**src/rtl/sum_accum_4_if.sv**
```systemverilog
// rtl/sum_accum_4_if.sv - beat input / block total output handshake bundle for sum_accum_4
interface sum_accum_4_if #(
  parameter int ACC_W = 8
);
  logic             clear;
  logic             in_valid;
  logic             in_ready;
  logic [3:0]       in_sum;
  logic             in_c;
  logic             out_valid;
  logic             out_ready;
  logic [ACC_W-1:0] acc_out;
  logic             ovf;

  modport master (
    output clear, in_valid, in_sum, in_c, out_ready,
    input  in_ready, out_valid, acc_out, ovf
  );

  modport slave (
    input  clear, in_valid, in_sum, in_c, out_ready,
    output in_ready, out_valid, acc_out, ovf
  );
endinterface

```
**src/rtl/sum_accum_4.sv**
```systemverilog
// rtl/sum_accum_4.sv - accumulates LEN adder results into a block total with sticky overflow
// SUM_ACCUM_SATURATE_EN: clamp the accumulator at all-ones on overflow instead of wrapping.
module sum_accum_4 #(
  parameter int LEN   = 8,
  parameter int ACC_W = 8
) (
  input  logic         clk,
  input  logic         rst_n,
  sum_accum_4_if.slave bus
);
  localparam int CNT_W = (LEN > 1) ? $clog2(LEN) : 1;

  typedef enum logic {
    ACCUM = 1'b0,
    HOLD  = 1'b1
  } state_t;

  state_t           state;
  state_t           state_next;
  logic [ACC_W-1:0] acc;
  logic [ACC_W-1:0] acc_next;
  logic [ACC_W-1:0] acc_out_r;
  logic [CNT_W-1:0] cnt;
  logic             sticky;
  logic             sticky_next;
  logic             ovf_r;
  logic [ACC_W:0]   sum_wide;
  logic             in_fire;
  logic             out_fire;
  logic             last_beat;

  // One extra bit catches the carry out of the accumulator MSB.
  assign sum_wide = {1'b0, acc} + {{(ACC_W-4){1'b0}}, bus.in_c, bus.in_sum};

  assign bus.acc_out = acc_out_r;
  assign bus.ovf     = ovf_r;

  always_comb begin
    state_next    = state;
    acc_next      = acc;
    sticky_next   = sticky;
    bus.in_ready  = 1'b0;
    bus.out_valid = 1'b0;
    in_fire       = 1'b0;
    out_fire      = 1'b0;
    last_beat     = 1'b0;
    case (state)
      ACCUM: begin
        bus.in_ready = 1'b1;
        in_fire      = bus.in_valid;
        last_beat    = in_fire && (cnt == CNT_W'(LEN - 1));
        if (in_fire) begin
          sticky_next = sticky | sum_wide[ACC_W];
`ifdef SUM_ACCUM_SATURATE_EN
          acc_next = sticky_next ? {ACC_W{1'b1}} : sum_wide[ACC_W-1:0];
`else
          acc_next = sum_wide[ACC_W-1:0];
`endif
        end
        if (last_beat) begin
          state_next = HOLD;
        end
      end
      HOLD: begin
        bus.out_valid = 1'b1;
        out_fire      = bus.out_ready;
        if (out_fire) begin
          state_next = ACCUM;
        end
      end
      default: state_next = ACCUM;
    endcase
  end

  // Reset and clear share one path; reset simply wins by being checked in the same term.
  always_ff @(posedge clk) begin
    if (!rst_n || bus.clear) begin
      state     <= ACCUM;
      acc       <= '0;
      cnt       <= '0;
      sticky    <= 1'b0;
      acc_out_r <= '0;
      ovf_r     <= 1'b0;
    end else begin
      state <= state_next;
      if (in_fire) begin
        acc    <= acc_next;
        sticky <= sticky_next;
        cnt    <= last_beat ? '0 : cnt + 1'b1;
      end
      if (last_beat) begin
        acc_out_r <= acc_next;
        ovf_r     <= sticky_next;
      end
      if (out_fire) begin
        acc    <= '0;
        cnt    <= '0;
        sticky <= 1'b0;
      end
    end
  end
endmodule
```
**src/flat_wrapper.sv**
```systemverilog
// flat-port wrapper written by rule: the top's interface ports become plain ports
module sum_accum_4_flat 
#(
  parameter int LEN   = 8,
  parameter int ACC_W = 8
)
  (clk, rst_n, bus_clear, bus_in_valid, bus_in_sum, bus_in_c, bus_out_ready, bus_in_ready, bus_out_valid, bus_acc_out, bus_ovf);
  sum_accum_4_if #(.ACC_W(ACC_W)) bus_i ();
  input  logic clk;
  input  logic rst_n;
  input wire logic [$bits(bus_i.clear)-1:0] bus_clear;
  input wire logic [$bits(bus_i.in_valid)-1:0] bus_in_valid;
  input wire logic [$bits(bus_i.in_sum)-1:0] bus_in_sum;
  input wire logic [$bits(bus_i.in_c)-1:0] bus_in_c;
  input wire logic [$bits(bus_i.out_ready)-1:0] bus_out_ready;
  output wire logic [$bits(bus_i.in_ready)-1:0] bus_in_ready;
  output wire logic [$bits(bus_i.out_valid)-1:0] bus_out_valid;
  output wire logic [$bits(bus_i.acc_out)-1:0] bus_acc_out;
  output wire logic [$bits(bus_i.ovf)-1:0] bus_ovf;
  assign bus_i.clear = bus_clear;
  assign bus_i.in_valid = bus_in_valid;
  assign bus_i.in_sum = bus_in_sum;
  assign bus_i.in_c = bus_in_c;
  assign bus_i.out_ready = bus_out_ready;
  assign bus_in_ready = bus_i.in_ready;
  assign bus_out_valid = bus_i.out_valid;
  assign bus_acc_out = bus_i.acc_out;
  assign bus_ovf = bus_i.ovf;
  sum_accum_4 #(.LEN(LEN), .ACC_W(ACC_W)) u_core (.clk(clk), .rst_n(rst_n), .bus(bus_i));
endmodule
```
**config.mk**
```make
export PLATFORM = sky130hd
export DESIGN_NAME = sum_accum_4_flat
export DESIGN_NICKNAME = d
export VERILOG_FILES = /design/src/rtl/sum_accum_4_if.sv /design/src/rtl/sum_accum_4.sv /design/src/flat_wrapper.sv
export SDC_FILE = /design/constraint.sdc
export NUM_CORES = 1
export LEC_CHECK = 0
export CAP_MARGIN = 20
export CORE_MARGIN = 4
export CORE_UTILIZATION = 54
export DETAILED_ROUTE_END_ITERATION = 8
export GPL_TIMING_DRIVEN = 0
export MAX_ROUTING_LAYER = met4
export PLACE_DENSITY_LB_ADDON = 0.3
export SKIP_CTS_REPAIR_TIMING = 1
export SYNTH_ARGS = -nofsm -noshare
export SYNTH_HDL_FRONTEND = slang
export SYNTH_SLANG_ARGS = --single-unit
```
**constraint.sdc**
```tcl
create_clock -name clk -period 5.1 [get_ports clk]
set_clock_uncertainty 0.05 [all_clocks]
set_input_delay 1.275 -clock clk [delete_from_list [all_inputs] [get_ports clk]]
set_output_delay 1.275 -clock clk [all_outputs]
set_load 0.005 [all_outputs]
```
======== Word-level counts from Yosys, hierarchy flattened ========
Cells that the tools add are included.
storage, ports and cells
  output and inout port bits .............. 11
  input port bits ......................... 10
  register bits after elaboration ......... 22
  word-level logic and storage cells ...... 28
cells by class
  multiplexer cells ....................... 13
  equality and inequality tests ........... 1
  bitwise gates (word level) .............. 2
  reductions and logical operators ........ 4
  add/subtract/negate cells ............... 2
operator list
  cell                                         count
  two-way mux 8 bit                            2
  adder 8 x 5 -> 9 bit                         1
  two-way mux 1 bit                            9
  adder 3 x 1 -> 3 bit, second input constant  1
  == test 3 bit, second input constant         1
  two-way mux 3 bit                            1
  case mux 1 bit (2 select lines)              1
  OR reduction 2 bit                           1
  logical AND 1 bit                            1
  zero test 1 bit                              1
  logical OR 1 bit                             1
  NOT 1 bit                                    1
  bitwise OR 1 bit                             1

======== Longest topological paths before layout ========
Gate-level depths: netlist of the first run.
  depth after elaboration ................. 4
  depth in mapped cells ................... 8
  depth with buffers taken out ............ 8

======== Least setup slack after synthesis of the first run ========
OpenSTA, ideal clock, no wires.
  path kind ............................... input to register
  start point ............................. in bus_in_sum[0]
  end point ............................... reg u_core.acc_out_r[6] (netlist: u_core.bus.acc_out[6])
  setup slack ............................. 2.370 ns
  stages .................................. 8
  library setup time ...................... 0.086 ns
  buffers on the path ..................... 0
  data arrival time ....................... 2.595 ns
  required time ........................... 4.964 ns
  cell sequence ........................... ha_1 inv_1 fa_1 nor2b_4 o2111a_1 nor2_1 xor2_1 a211oi_1
between the ends
  word-level cells in the longest chain between the ends .. 3
RTL lines
  item                  RTL line            RTL
  from (decl)           flat_wrapper.sv:13  input wire logic [$bits(bus_i.in_sum)-1:0] bus_in_sum;
  adder 8 x 5 -> 9 bit  sum_accum_4.sv:33   assign sum_wide = {1'b0, acc} + {{(ACC_W-4){1'b0}}, bus.in_c, bus.in_sum};
  two-way mux 8 bit     sum_accum_4.sv:52   if (in_fire) begin
  two-way mux 8 bit     sum_accum_4.sv:47   case (state)
  to (signal assigned)  sum_accum_4.sv:92   acc_out_r <= acc_next;
  to (decl)             sum_accum_4.sv:22   logic [ACC_W-1:0] acc_out_r;
Every way passes these cells.
A chain may end at the register's enable or synchronous reset.

======== Final worst setup path of the first run ========
  start point ............................. in bus_in_sum[0]
  end point ............................... reg u_core.ovf_r (netlist: u_core.bus.ovf)
between the ends
  word-level cells in the longest chain between the ends .. 4
RTL lines
  item                  RTL line           RTL
  adder 8 x 5 -> 9 bit  sum_accum_4.sv:33
  bitwise OR 1 bit      sum_accum_4.sv:53  sticky_next = sticky | sum_wide[ACC_W];
  two-way mux 1 bit     sum_accum_4.sv:52
  two-way mux 1 bit     sum_accum_4.sv:47
  to (signal assigned)  sum_accum_4.sv:93  ovf_r <= sticky_next;
  to (decl)             sum_accum_4.sv:26  logic ovf_r;
Every way passes these cells.

==> results of run 1 <==
==> metrics by stage <==
step,total power [W],worst slack [ns],utilization [%]
6_report,0.000292,2.10,70.4
5_1_grt,0.000308,1.96,70.4
2_1_floorplan,0.000203,2.37,-
3_5_place_dp,0.000217,1.79,69.3
4_1_cts,0.000295,2.11,70.4
3_3_place_gp,0.000216,1.79,69.3
==> where the power goes <==
| group | total [W] | internal (W) | leakage [nW] | switching [W] |
|---|---|---|---|---|
| clock | 0.0000785 | 0.0000276 | 0.0138 | 0.0000508 |
| sequential | 0.000175 | 0.000174 | 0.178 | 0.00000138 |
| combinational | 0.0000385 | 0.0000175 | 0.346 | 0.0000210 |
==> cell type report <==
cell class / count / area (um^2)
well taps: 27 / 33.8
fillers: 182 / 581
inverters: 5 / 18.8
multi-input cells: 102 / 639
clock buffers: 3 / 22.5
repair buffers: 20 / 200
flip-flops and latches: 22 / 440
plain buffers: 6 / 26.3
==> routing by layer <==
layer | share of wire, % | wire length, um
met5 | 0 | 0
met3 | 4.9 | 124
met2 | 49 | 1240
met1 | 44 | 1110
met4 | 2.0 | 51
==> cells by family (layout without fill, tap and decap cells) <==
logic type      Yosys count  in the layout  share of synthesized area [%]
xor+xnor                  6              6                           4.67
fa+ha+maj                 8              8                           9.57
buf+inv                  11             34                           4.00
flops                    22             22                           39.2
simple gates             55             55                           23.5
compound gates           33             33                           19.1
==> registers in the layout (all words and copies together), names as in the netlist <==
| register | count |
|---|---|
| u_core.acc | 8 |
| u_core.bus.acc_out | 8 |
| u_core.cnt | 3 |
| u_core.state | 1 |
| u_core.bus.ovf | 1 |
| u_core.sticky | 1 |
==> cells in the final DEF, fill, tap and decap left out, drive strengths merged, types with 6 or more instances in the layout <==
cell type,instances
a21oi,12
clkdlybuf4s50,20
dfxtp,22
clkbuf,6
ha,7
nand2,22
nor2,14
==> worst reg2reg max path, delay by kind of cell (launching register included) <==
kind	cells	cell delay, ns
simple gates	1	0.06
flops	1	0.33
compound gates	4	0.84
buf+inv	1	0.08
fa+ha+maj	2	0.46
==> synthesized netlist by cell type, drive strengths merged, types with 5 or more instances <==
cell	number
a211oi	5
a21oi	12
dfxtp	22
ha	7
inv	5
nand2	22
nor2	14
o21ai	5
xor2	5
==> path summary, 6_finish.rpt <==
kind / from / cells after the start / end
worst max register to register: u_core.acc[0] / 8 / u_core.bus.ovf
worst max-delay path: bus_in_sum[0] / 9 / u_core.bus.ovf
worst min-delay path: u_core.bus.acc_out[3] / 2 / u_core.bus.acc_out[3]
worst min register to register: u_core.bus.acc_out[3] / 2 / u_core.bus.acc_out[3]
==> results_dict.tcl, run 1 <==
set metrics [dict create \
    syn_area_per_cell_um2 8.33 \
    initialDrtViolationCount 37 \
    async_flop_share_pct 0 \
    cp_common_cell "o21a_1" \
    required_ns 5.24 \
    syn_area_um2 1120 \
    synth_top_area_cell "dfxtp_1" \
    cts_buffers 3 \
    synth_top_area_share_pct 39.2 \
    antenna_left 0 \
    fin_tns_setup_ns 0 \
    relSlewSlack_pct 69.9 \
    drt_first_pass_iters 4 \
    critPathSlowestCell "clkdlybuf4s50_1" \
    tightest_slew_ns 0.452 \
    r2r_slack_ns 3.17 \
    diodes 0 \
    rows 16 \
    worstPathArrival_ns 3.13 \
    status "completed" \
    busiest_layer "met2" \
    num-nets-final 178 \
    drive_gt1_share_pct 5.06 \
    synth-edff-count 0 \
    synth_ff_type "dfxtp_1" \
    ios 21 \
    use_met3_pct 3.05 \
    synth_cell_type_count 34 \
    crit_path_max_fanout 3 \
    gp_congestion 0.873 \
    ys_ff_latch 22 \
    maxSlewViolCount 0 \
    final_cell_area_um2 1380 \
    worst-path-buf-inv 2 \
    worstSetupEndpointType "flop" \
    crit_type "primary input to flop" \
    grt_pass1_vias 934 \
    wire_per_inst_um 13.6 \
    path_cells "clkdlybuf4s50_1 -> ha_1 -> inv_1 -> fa_1 -> nor2b_4 -> o21a_1 -> o21a_1 -> o311ai_0 -> a21oi_1" \
    fmax_mhz 334 \
    cts_root_buf "clkbuf_4" \
    vias 1025 \
    rsz0062_at_grt "false" \
    grt_util_all_layers_pct 20.6 \
    p_leak_nw 0.538 \
    htree_levels 1 \
    setup_violations 0 \
    antenna_found_initial 0 \
    initial_core_util_pct 57.3 \
    whs_ns 0.411 \
    grt_max_degree 12 \
    fin_crit_ns 3.00 \
    yosys-top-cells-area "dfxtp_1 (39%), ha_1 (7.8%), nand2_1 (7.0%)" \
    clk_pin_slew_ns 0.12 \
    final_hold_viol_count 0 \
    fin_cells 185 \
    ys_seq_area_share_pct 39.2 \
    drt_wl_total_um 2520 \
    avgViaCountPerCell 5.54 \
    cts_buffer_depth 2 \
    use_met1_pct 23.5 \
    die_area_um2 2880 \
    coreArea_um2 1960 \
    period_share_pct 58.7 \
    power_density_nw_per_um2 212 \
    dieHeight_um 53.6 \
    drv_cap 0 \
    dp.cells 182 \
    cts_tree "built" \
    worst_setup_path_start_kind "primary input" \
    synthToLayoutAreaGrowth_pct 22.8 \
    die_x_um 53.6 \
    slowest_delay_ns 0.41 \
    cts.sinks 22 \
    insertion_delay_ns 0.31 \
    placed_cell_area_um2 1360 \
    syn_inst 135 \
    use_met2_pct 34.9 \
    grt_overflow 0 \
    syn_nets 153 \
    drc 0 \
    yosys_warnings 0 \
    dp_hpwl_um 1930 \
    portBuffers 20 \
    ir_drop_mv 0.152 \
    critPathTopFamily "compound AO/OA/AOI/OAI gates" \
    hold_class "flop to flop" \
    grt_pass1_wl_um 4080 \
]
(Power assumes the default switching activity.)
==> run 2: changes to the inputs <==
--- a/config.mk
+++ b/config.mk
@@ -7,7 +7,7 @@
 export LEC_CHECK = 0
 export CAP_MARGIN = 20
 export CORE_MARGIN = 4
-export CORE_UTILIZATION = 54
+export CORE_UTILIZATION = 50
 export DETAILED_ROUTE_END_ITERATION = 8
 export GPL_TIMING_DRIVEN = 0
 export MAX_ROUTING_LAYER = met4
==> constraint.sdc (replaced) <==
create_clock -name clk -period 2.9 [get_ports clk]
set_clock_uncertainty 0.05 [all_clocks]
set_input_delay 0.725 -clock clk [delete_from_list [all_inputs] [get_ports clk]]
set_output_delay 0.725 -clock clk [all_outputs]
set_load 0.005 [all_outputs]
==> run 2 against run 1 <==
Final cell count grew 0.54%. Setup slack worse by 1.7 ns. Worst hold slack gained 0.0023 ns. Sequential cell count did not move. Count of clock-buffer cells in the layout is 1 higher. Non-clock buffer count stayed put. Critical path type unchanged.
==> results_dict.tcl, run 2 (synthesis gave the netlist of run 1 again) <==
set metrics [dict create \
    status "completed" \
    initial_core_util_pct 55.1 \
    seqPwrFrac_pct 56.9 \
    cts_tree "built" \
    highest_layer "met4" \
    relSlewSlack_pct 69.6 \
    final_hold_viol_count 0 \
    rows 16 \
    crit_type "primary input to flop" \
    met2WireLength_um 1110 \
    rsz0062_at_grt "false" \
    tightest_slew_ns 0.455 \
    hold_class "flop to flop" \
    grt_pass1_wl_um 3860 \
    placed_cell_area_um2 1360 \
    comb_power_share_pct 12.5 \
    grt_util_all_layers_pct 15.7 \
    drive_gt1_share_pct 5.66 \
    gp_congestion 0.791 \
    cts_root_buf "clkbuf_4" \
    worstPathArrival_ns 2.64 \
    p_total_w 0.000542 \
    final_cell_area_um2 1400 \
    grt_overflow 0 \
    ios 21 \
    avgViaCountPerCell 5.40 \
    maxSlewViolCount 0 \
    die_area_um2 3070 \
    p_sw_share_pct 23.7 \
    dp_hpwl_um 1730 \
    synthToLayoutAreaGrowth_pct 24.0 \
    p_leak_nw 0.545 \
    portBuffers 20 \
    dieHeight_um 55.4 \
    required_ns 3.04 \
    p_int_w 0.000413 \
    cts_buffer_depth 2 \
    grt_max_degree 13 \
    cts_buffers 3 \
    vias 1004 \
    ir_drop_mv 0.384 \
    num-nets-final 178 \
    layout_commonest_cell "dfxtp_1" \
    crit_path_max_fanout 3 \
    period_share_pct 86.3 \
    wire_per_inst_um 12.5 \
    drv_cap 0 \
    drc 0 \
    fin_crit_ns 2.50 \
    worstSetupEndpointType "flop" \
    clk_pin_slew_ns 0.12 \
    fmax_mhz 399 \
    fin_util_pct 68.3 \
    die_x_um 55.4 \
    setup_violations 0 \
    diodes 0 \
    layout_common_cells "dfxtp_1 (22), nand2_1 (21), clkdlybuf4s50_1 (20), nor2_1 (14), a21oi_1 (12)" \
    wl_met1_um 1080 \
    coreArea_um2 2040 \
    whs_ns 0.414 \
    routed-wl-met3_um 122 \
    htree_levels 1 \
    cts.sinks 22 \
    antenna_left 0 \
    worst_setup_path_start_kind "primary input" \
    drt_wl_total_um 2320 \
    power_density_nw_per_um2 389 \
    switching_power_w 0.000129 \
    initialDrtViolationCount 31 \
    fin_tns_setup_ns 0 \
    drt_first_pass_iters 4 \
    insertion_delay_ns 0.30 \
    antenna_found_initial 0 \
    p_clk_share_pct 30.6 \
    grt_pass1_vias 888 \
]
[run 2: changes by cell type in the layout (fill, tap and decap cells not counted)]
cell and change:
clkbuf_8 +1
[run 2: final timing paths]
path         slack, ns  cells after the start                     to                   from
max               0.40                      9         u_core.bus.ovf          bus_in_sum[0]
min               0.41                      2  u_core.bus.acc_out[2]  u_core.bus.acc_out[2]
max reg2reg       0.91                      8         u_core.bus.ovf          u_core.acc[0]
min reg2reg       0.41                      2  u_core.bus.acc_out[2]  u_core.bus.acc_out[2]
[run 2: power groups by stage]
stage	Combinational, W	Clock (W)	Sequential [W]
2_1_floorplan	0.0000429	0	0.000315
4_1_cts	0.0000668	0.000173	0.000308
3_3_place_gp	0.0000643	0	0.000315
3_5_place_dp	0.0000664	0	0.000315
6_report	0.0000675	0.000166	0.000308
5_1_grt	0.0000748	0.000183	0.000309
[run 2: layout make-up]
class / instances / area [um^2]
Fill cell: 176 / 647
Multi-Input combinational cell: 102 / 639
Sequential cell: 22 / 440
Timing Repair Buffer: 20 / 200
Clock buffer: 4 / 36.3
Tap cell: 27 / 33.8
Buffer: 6 / 26.3
Inverter: 5 / 18.8
[run 2: metal layers]
metal  up-vias  track usage [%]
li1        523                -
met1       456             19.1
met2        23             25.0
met3         2             5.13
met4         0             3.82
met5         -                -
[run 2: critical path, stage by stage]
cell	delay, ns
clkdlybuf4s50_1	0.41
ha_1	0.23
inv_1	0.08
fa_1	0.26
nor2b_4	0.06
o21a_1	0.18
o21a_1	0.20
o311ai_0	0.39
a21oi_1	0.11
[run 2: per-stage QoR]
stage / setup WS, ns / instances
final: 0.396 / 186
after global routing: 0.286 / 186
after CTS: 0.417 / 186
after detailed placement: 0.0926 / 182
after global placement: 0.118 / 182
after floorplan: 0.720 / 135
==> variant 1, RTL diff (config.mk and constraints of run 2) <==
`ACC_W` is set to 8 in 3 places; all go to 9.
--- a/src/rtl/sum_accum_4_if.sv
+++ b/src/rtl/sum_accum_4_if.sv
@@ -1,5 +1,5 @@
 // rtl/sum_accum_4_if.sv - beat input / block total output handshake bundle for sum_accum_4
 interface sum_accum_4_if #(
-  parameter int ACC_W = 8
+  parameter int ACC_W = 9
 );
   logic             clear;
--- a/src/rtl/sum_accum_4.sv
+++ b/src/rtl/sum_accum_4.sv
@@ -3,5 +3,5 @@
 module sum_accum_4 #(
   parameter int LEN   = 8,
-  parameter int ACC_W = 8
+  parameter int ACC_W = 9
 ) (
   input  logic         clk,
--- a/src/flat_wrapper.sv
+++ b/src/flat_wrapper.sv
@@ -3,5 +3,5 @@
 #(
   parameter int LEN   = 8,
-  parameter int ACC_W = 8
+  parameter int ACC_W = 9
 )
   (clk, rst_n, bus_clear, bus_in_valid, bus_in_sum, bus_in_c, bus_out_ready, bus_in_ready, bus_out_valid, bus_acc_out, bus_ovf);
Ports: changed (resized bus_acc_out); port bits go from 21 to 22. The function was not compared with the original's and may differ.
==> variant 1 against run 2 <==
  * Sequential cell count increased by 2
  * Largest cell class unchanged
  * Total power increased by 1.3%
  * Critical path depth unchanged
  * Clock power decreased by 13%
  * Combinational power increased by 3%
  * Area after synthesis increased by 7.5%
  * Sequential power increased by 9.1%
  * Worst setup slack improved by 0.021 ns
  * Design area increased by 5.8%
  * Global-route usage increased by 2.0 points
  * Routed wire length increased by 12%
==> variant 1: results (changes against run 2) <==
status: "finished clean"  # unchanged
port_buffers: 21  # was 20
synthTopCellsByArea: "dfxtp_1, a21oi_1, ha_1, nand2_1, xor2_1"  # was dfxtp_1, ha_1, nand2_1, a21oi_1, nor2_1
dp_cells: 193  # was 182
slowest_stage: "clkdlybuf4s50_1"  # unchanged
worstPathArrival_ns: 2.69  # was 2.64 ns
hp-start: "u_core.bus.acc_out[0]"  # was u_core.bus.acc_out[2]
dp_hpwl_um: 2010  # was 1730 um
place_congestion: 0.792  # was 0.791
post-place-ws_ns: 0.0987  # was 0.0926 ns
yosys-top-cells-count: "dfxtp_1, nand2_1, a21oi_1"  # was dfxtp_1, nand2_1, nor2_1
slew_headroom_pct: 73.0  # was 69.6%
grt_pass1_wl_um: 4440  # was 3860 um
first_iter_violations: 24  # was 31
hold_class: "register to register"  # unchanged
timing.rr.end: "u_core.acc[8]"  # was u_core.bus.ovf
clock_latency_ns: 0.32  # was 0.30 ns
vias_per_cell: 5.47  # was 5.40
whs_endpoint: "u_core.bus.acc_out[0]"  # was u_core.bus.acc_out[2]
track_usage_pct: 17.7  # was 15.7%
max_stage_delay_ns: 0.46  # was 0.41 ns
wl_met2_um: 1250  # was 1110 um
synth_cell_types: 36  # was 34
n_antenna_cell: 0  # unchanged
synth_most_common_cell: "dfxtp_1"  # unchanged
route.vias.total: 1072  # was 1004
vdd_drop_max_uv: 299  # was 384 uV
wl_met1_um: 1160  # was 1080 um
path_clk_slew_ns: 0.12  # about the same
path_max_fanout: 4  # was 3
syn-num-nets: 162  # was 153
met3_length_um: 137  # was 122 um
power_leakage_nw: 0.548  # was 0.545 nW
wl_um: 2610  # was 2320 um
syn_inst: 144  # was 135
grt_pass1_vias: 1031  # was 888
start_util_pct: 53.6  # was 55.1%
ys_seq_area_share_pct: 39.8  # was 39.2%
drive_above_1_share_pct: 7.14  # was 5.66%
## variant 1: worst max path at each step
| stage | startpoint | end | slack, ns | cells after the start |
|---|---|---|---|---|
| 6_report | bus_in_sum[0] | u_core.acc[8] | 0.42 | 9 |
| 3_3_place_gp | bus_in_sum[0] | u_core.acc[8] | 0.16 | 9 |
| 3_5_place_dp | bus_in_sum[0] | u_core.acc[8] | 0.1 | 9 |
| 2_1_floorplan | bus_in_sum[0] | u_core.acc[8] | 0.70 | 8 |
| 5_1_grt | bus_in_sum[0] | u_core.acc[8] | 0.34 | 9 |
| 4_1_cts | bus_in_sum[0] | u_core.acc[8] | 0.42 | 9 |
## variant 1: layout make-up
type / instances / area (um2)
fillers: 205 / 778
multi-input cells: 107 / 664
flip-flops and latches: 24 / 480
repair buffers: 21 / 210
plain buffers: 6 / 37.5
well taps: 28 / 35.0
inverters: 7 / 26.3
clock buffers: 3 / 22.5
## variant 1: report_power, final
| group | switching (W) | leakage (nW) | internal [W] |
|---|---|---|---|
| clock network | 0.0000953 | 0.0138 | 0.0000488 |
| logic | 0.0000366 | 0.340 | 0.0000327 |
| registers | 0.00000239 | 0.194 | 0.000334 |
## variant 1: critical path: cells and delay by family
kind / cells / cell delay [ns]
buffers and inverters: 2 / 0.51
and+or+nand+nor: 2 / 0.47
adders and majority gates: 2 / 0.59
AOI/OAI and AO/OA: 3 / 0.39
## variant 1: cell families (layout without fill, tap and decap cells)
logic type	after synthesis	after routing	synth area share, %
adder cells (fa/ha/maj)	8	8	8.90
AND/OR/NAND/NOR	52	52	21.1
flip-flops	24	24	39.8
buffers and inverters	13	37	5.28
XOR/XNOR	8	8	5.80
AO/OA/AOI/OAI	39	39	19.2
## variant 1: metal layers
metal | vias up | track usage, %
met2 | 29 | 29.9
met3 | 7 | 2.94
met4 | 0 | 6.95
met5 | - | -
li1 | 546 | -
met1 | 490 | 20.9
## variant 1: per-stage QoR
stage | util (%) | instance area (um2) | hold WS [ns]
detailed placement | 64.5 | 1450 | 0.398
global route | 65.5 | 1480 | 0.430
CTS | 65.5 | 1480 | 0.419
global placement | 64.5 | 1450 | 0.393
floorplan | - | 1210 | 0.374
finish | 65.5 | 1480 | 0.419
==> variant 2, RTL diff (config.mk and constraints of run 2) <==
Made on the original files. Add a define of `SUM_ACCUM_SATURATE_EN`.
--- a/src/rtl/sum_accum_4.sv
+++ b/src/rtl/sum_accum_4.sv
@@ -1,4 +1,6 @@
 // rtl/sum_accum_4.sv - accumulates LEN adder results into a block total with sticky overflow
 // SUM_ACCUM_SATURATE_EN: clamp the accumulator at all-ones on overflow instead of wrapping.
+`define SUM_ACCUM_SATURATE_EN
+
 module sum_accum_4 #(
   parameter int LEN   = 8,
Function: same outputs for any inputs over 10 cycles, from zero or initial values; that may be too few to reach the edited logic, so the function may still have changed.
==> variant 2 against run 2 <==
  * Sequential share of layout area shrank 0.45 points
  * Die area shrank 0.95%
  * Design area grew 1.4%
  * Combinational power grew 21%
  * Sequential cell count is the same
  * Clock power grew 4%
  * Routed wire length grew 8.9%
  * Count of clock-buffer cells in the layout is the same
  * Non-clock buffer count is the same
  * Register-to-register slack lost 0.32 ns
  * Worst setup slack lost 0.32 ns
  * Area after synthesis shrank 1.1%
  * Total power grew 3.9%
  * Largest cell class unchanged
==> variant 2: results (changes against run 2) <==
status: "finished clean"  # unchanged
yosys-top-cells-count: "dfxtp_1, a21oi_1, nor2_1"  # was dfxtp_1, nand2_1, nor2_1
ys_seq_area_share_pct: 39.6  # was 39.2%
track_usage_pct: 19.3  # was 15.7%
synth_flop_cell: "dfxtp_1"  # unchanged
place_congestion: 0.863  # was 0.791
first_iter_violations: 19  # was 31
powerClk_w: 0.000172  # was 0.000166 W
synth_compound_area_share_pct: 28.1  # was 19.1%
grt_pass1_vias: 959  # was 888
fill_cells: 173  # was 176
wl_met2_um: 1280  # was 1110 um
synthTopCellsByArea: "dfxtp_1, ha_1, o221a_1, o221a_2, a21oi_1"  # was dfxtp_1, ha_1, nand2_1, a21oi_1, nor2_1
synth_cell_types: 31  # was 34
vias_per_cell: 5.88  # was 5.40
hold_slack_ns: 0.427  # was 0.414 ns
cts_max_level: 1  # unchanged
wl_per_cell_um: 15.0  # was 12.5 um
power_leakage_nw: 0.566  # was 0.545 nW
min_period_ns: 2.83  # was 2.50 ns
dp_cells: 161  # was 182
slew_headroom_pct: 46.7  # was 69.6%
final_cells: 168  # was 186
syn_inst: 114  # was 135
met3_usage_pct: 2.95  # was 5.13%
critical_path_class: "primary input to register"  # unchanged
path_max_fanout: 5  # was 3
timing.rr.end: "u_core.bus.acc_out[0]"  # was u_core.bus.ovf
hp-start: "u_core.cnt[1]"  # was u_core.bus.acc_out[2]
grt_util_met2_pct: 31.9  # was 25.0%
drive_above_1_share_pct: 14.2  # was 5.66%
post-place-ws_ns: -0.364  # was 0.0926 ns
met1_usage_pct: 23.3  # was 19.1%
synthMuxAreaShare_pct: 1.35  # was 0%
wl_met1_um: 1080  # about the same
r2r_setup_slack_ns: 0.59  # was 0.91 ns
p_int_w: 0.000423  # was 0.000413 W
grt_pass1_wl_um: 4130  # was 3860 um
syn-num-nets: 132  # was 153
clock_latency_ns: 0.31
reg2regPathDepth: 7  # was 8
met3_length_um: 138  # was 122 um
vdd_drop_max_uv: 290  # was 384 uV
[variant 2: cell count changes in the layout (fill, tap and decap cells not counted), sizes merged, moves of 3 or more]
cell          run 2  this run
inv               5         2
o21ai             5         8
o221a             0        12
nand2            22         7
nor2             14         8
o31ai             3         0
[variant 2: metrics by stage]
stage / setup TNS (ns) / power (W) / instance area [um2]
final: 0 / 0.000563 / 1420
after global routing: -0.0422 / 0.000588 / 1420
after CTS: -0.109 / 0.000559 / 1380
after detailed placement: -4.60 / 0.000390 / 1350
after global placement: -4.38 / 0.000388 / 1350
after floorplan: 0 / 0.000364 / 1110
[variant 2: area by class of cell]
| cell class | instances | area share (%) |
|---|---|---|
| Timing Repair Buffer | 23 | 15.7 |
| Buffer | 3 | 0.796 |
| Multi-Input combinational cell | 87 | 46.9 |
| Sequential cell | 22 | 31.1 |
| Tap cell | 27 | 2.39 |
| Clock buffer | 4 | 2.56 |
| Inverter | 2 | 0.531 |
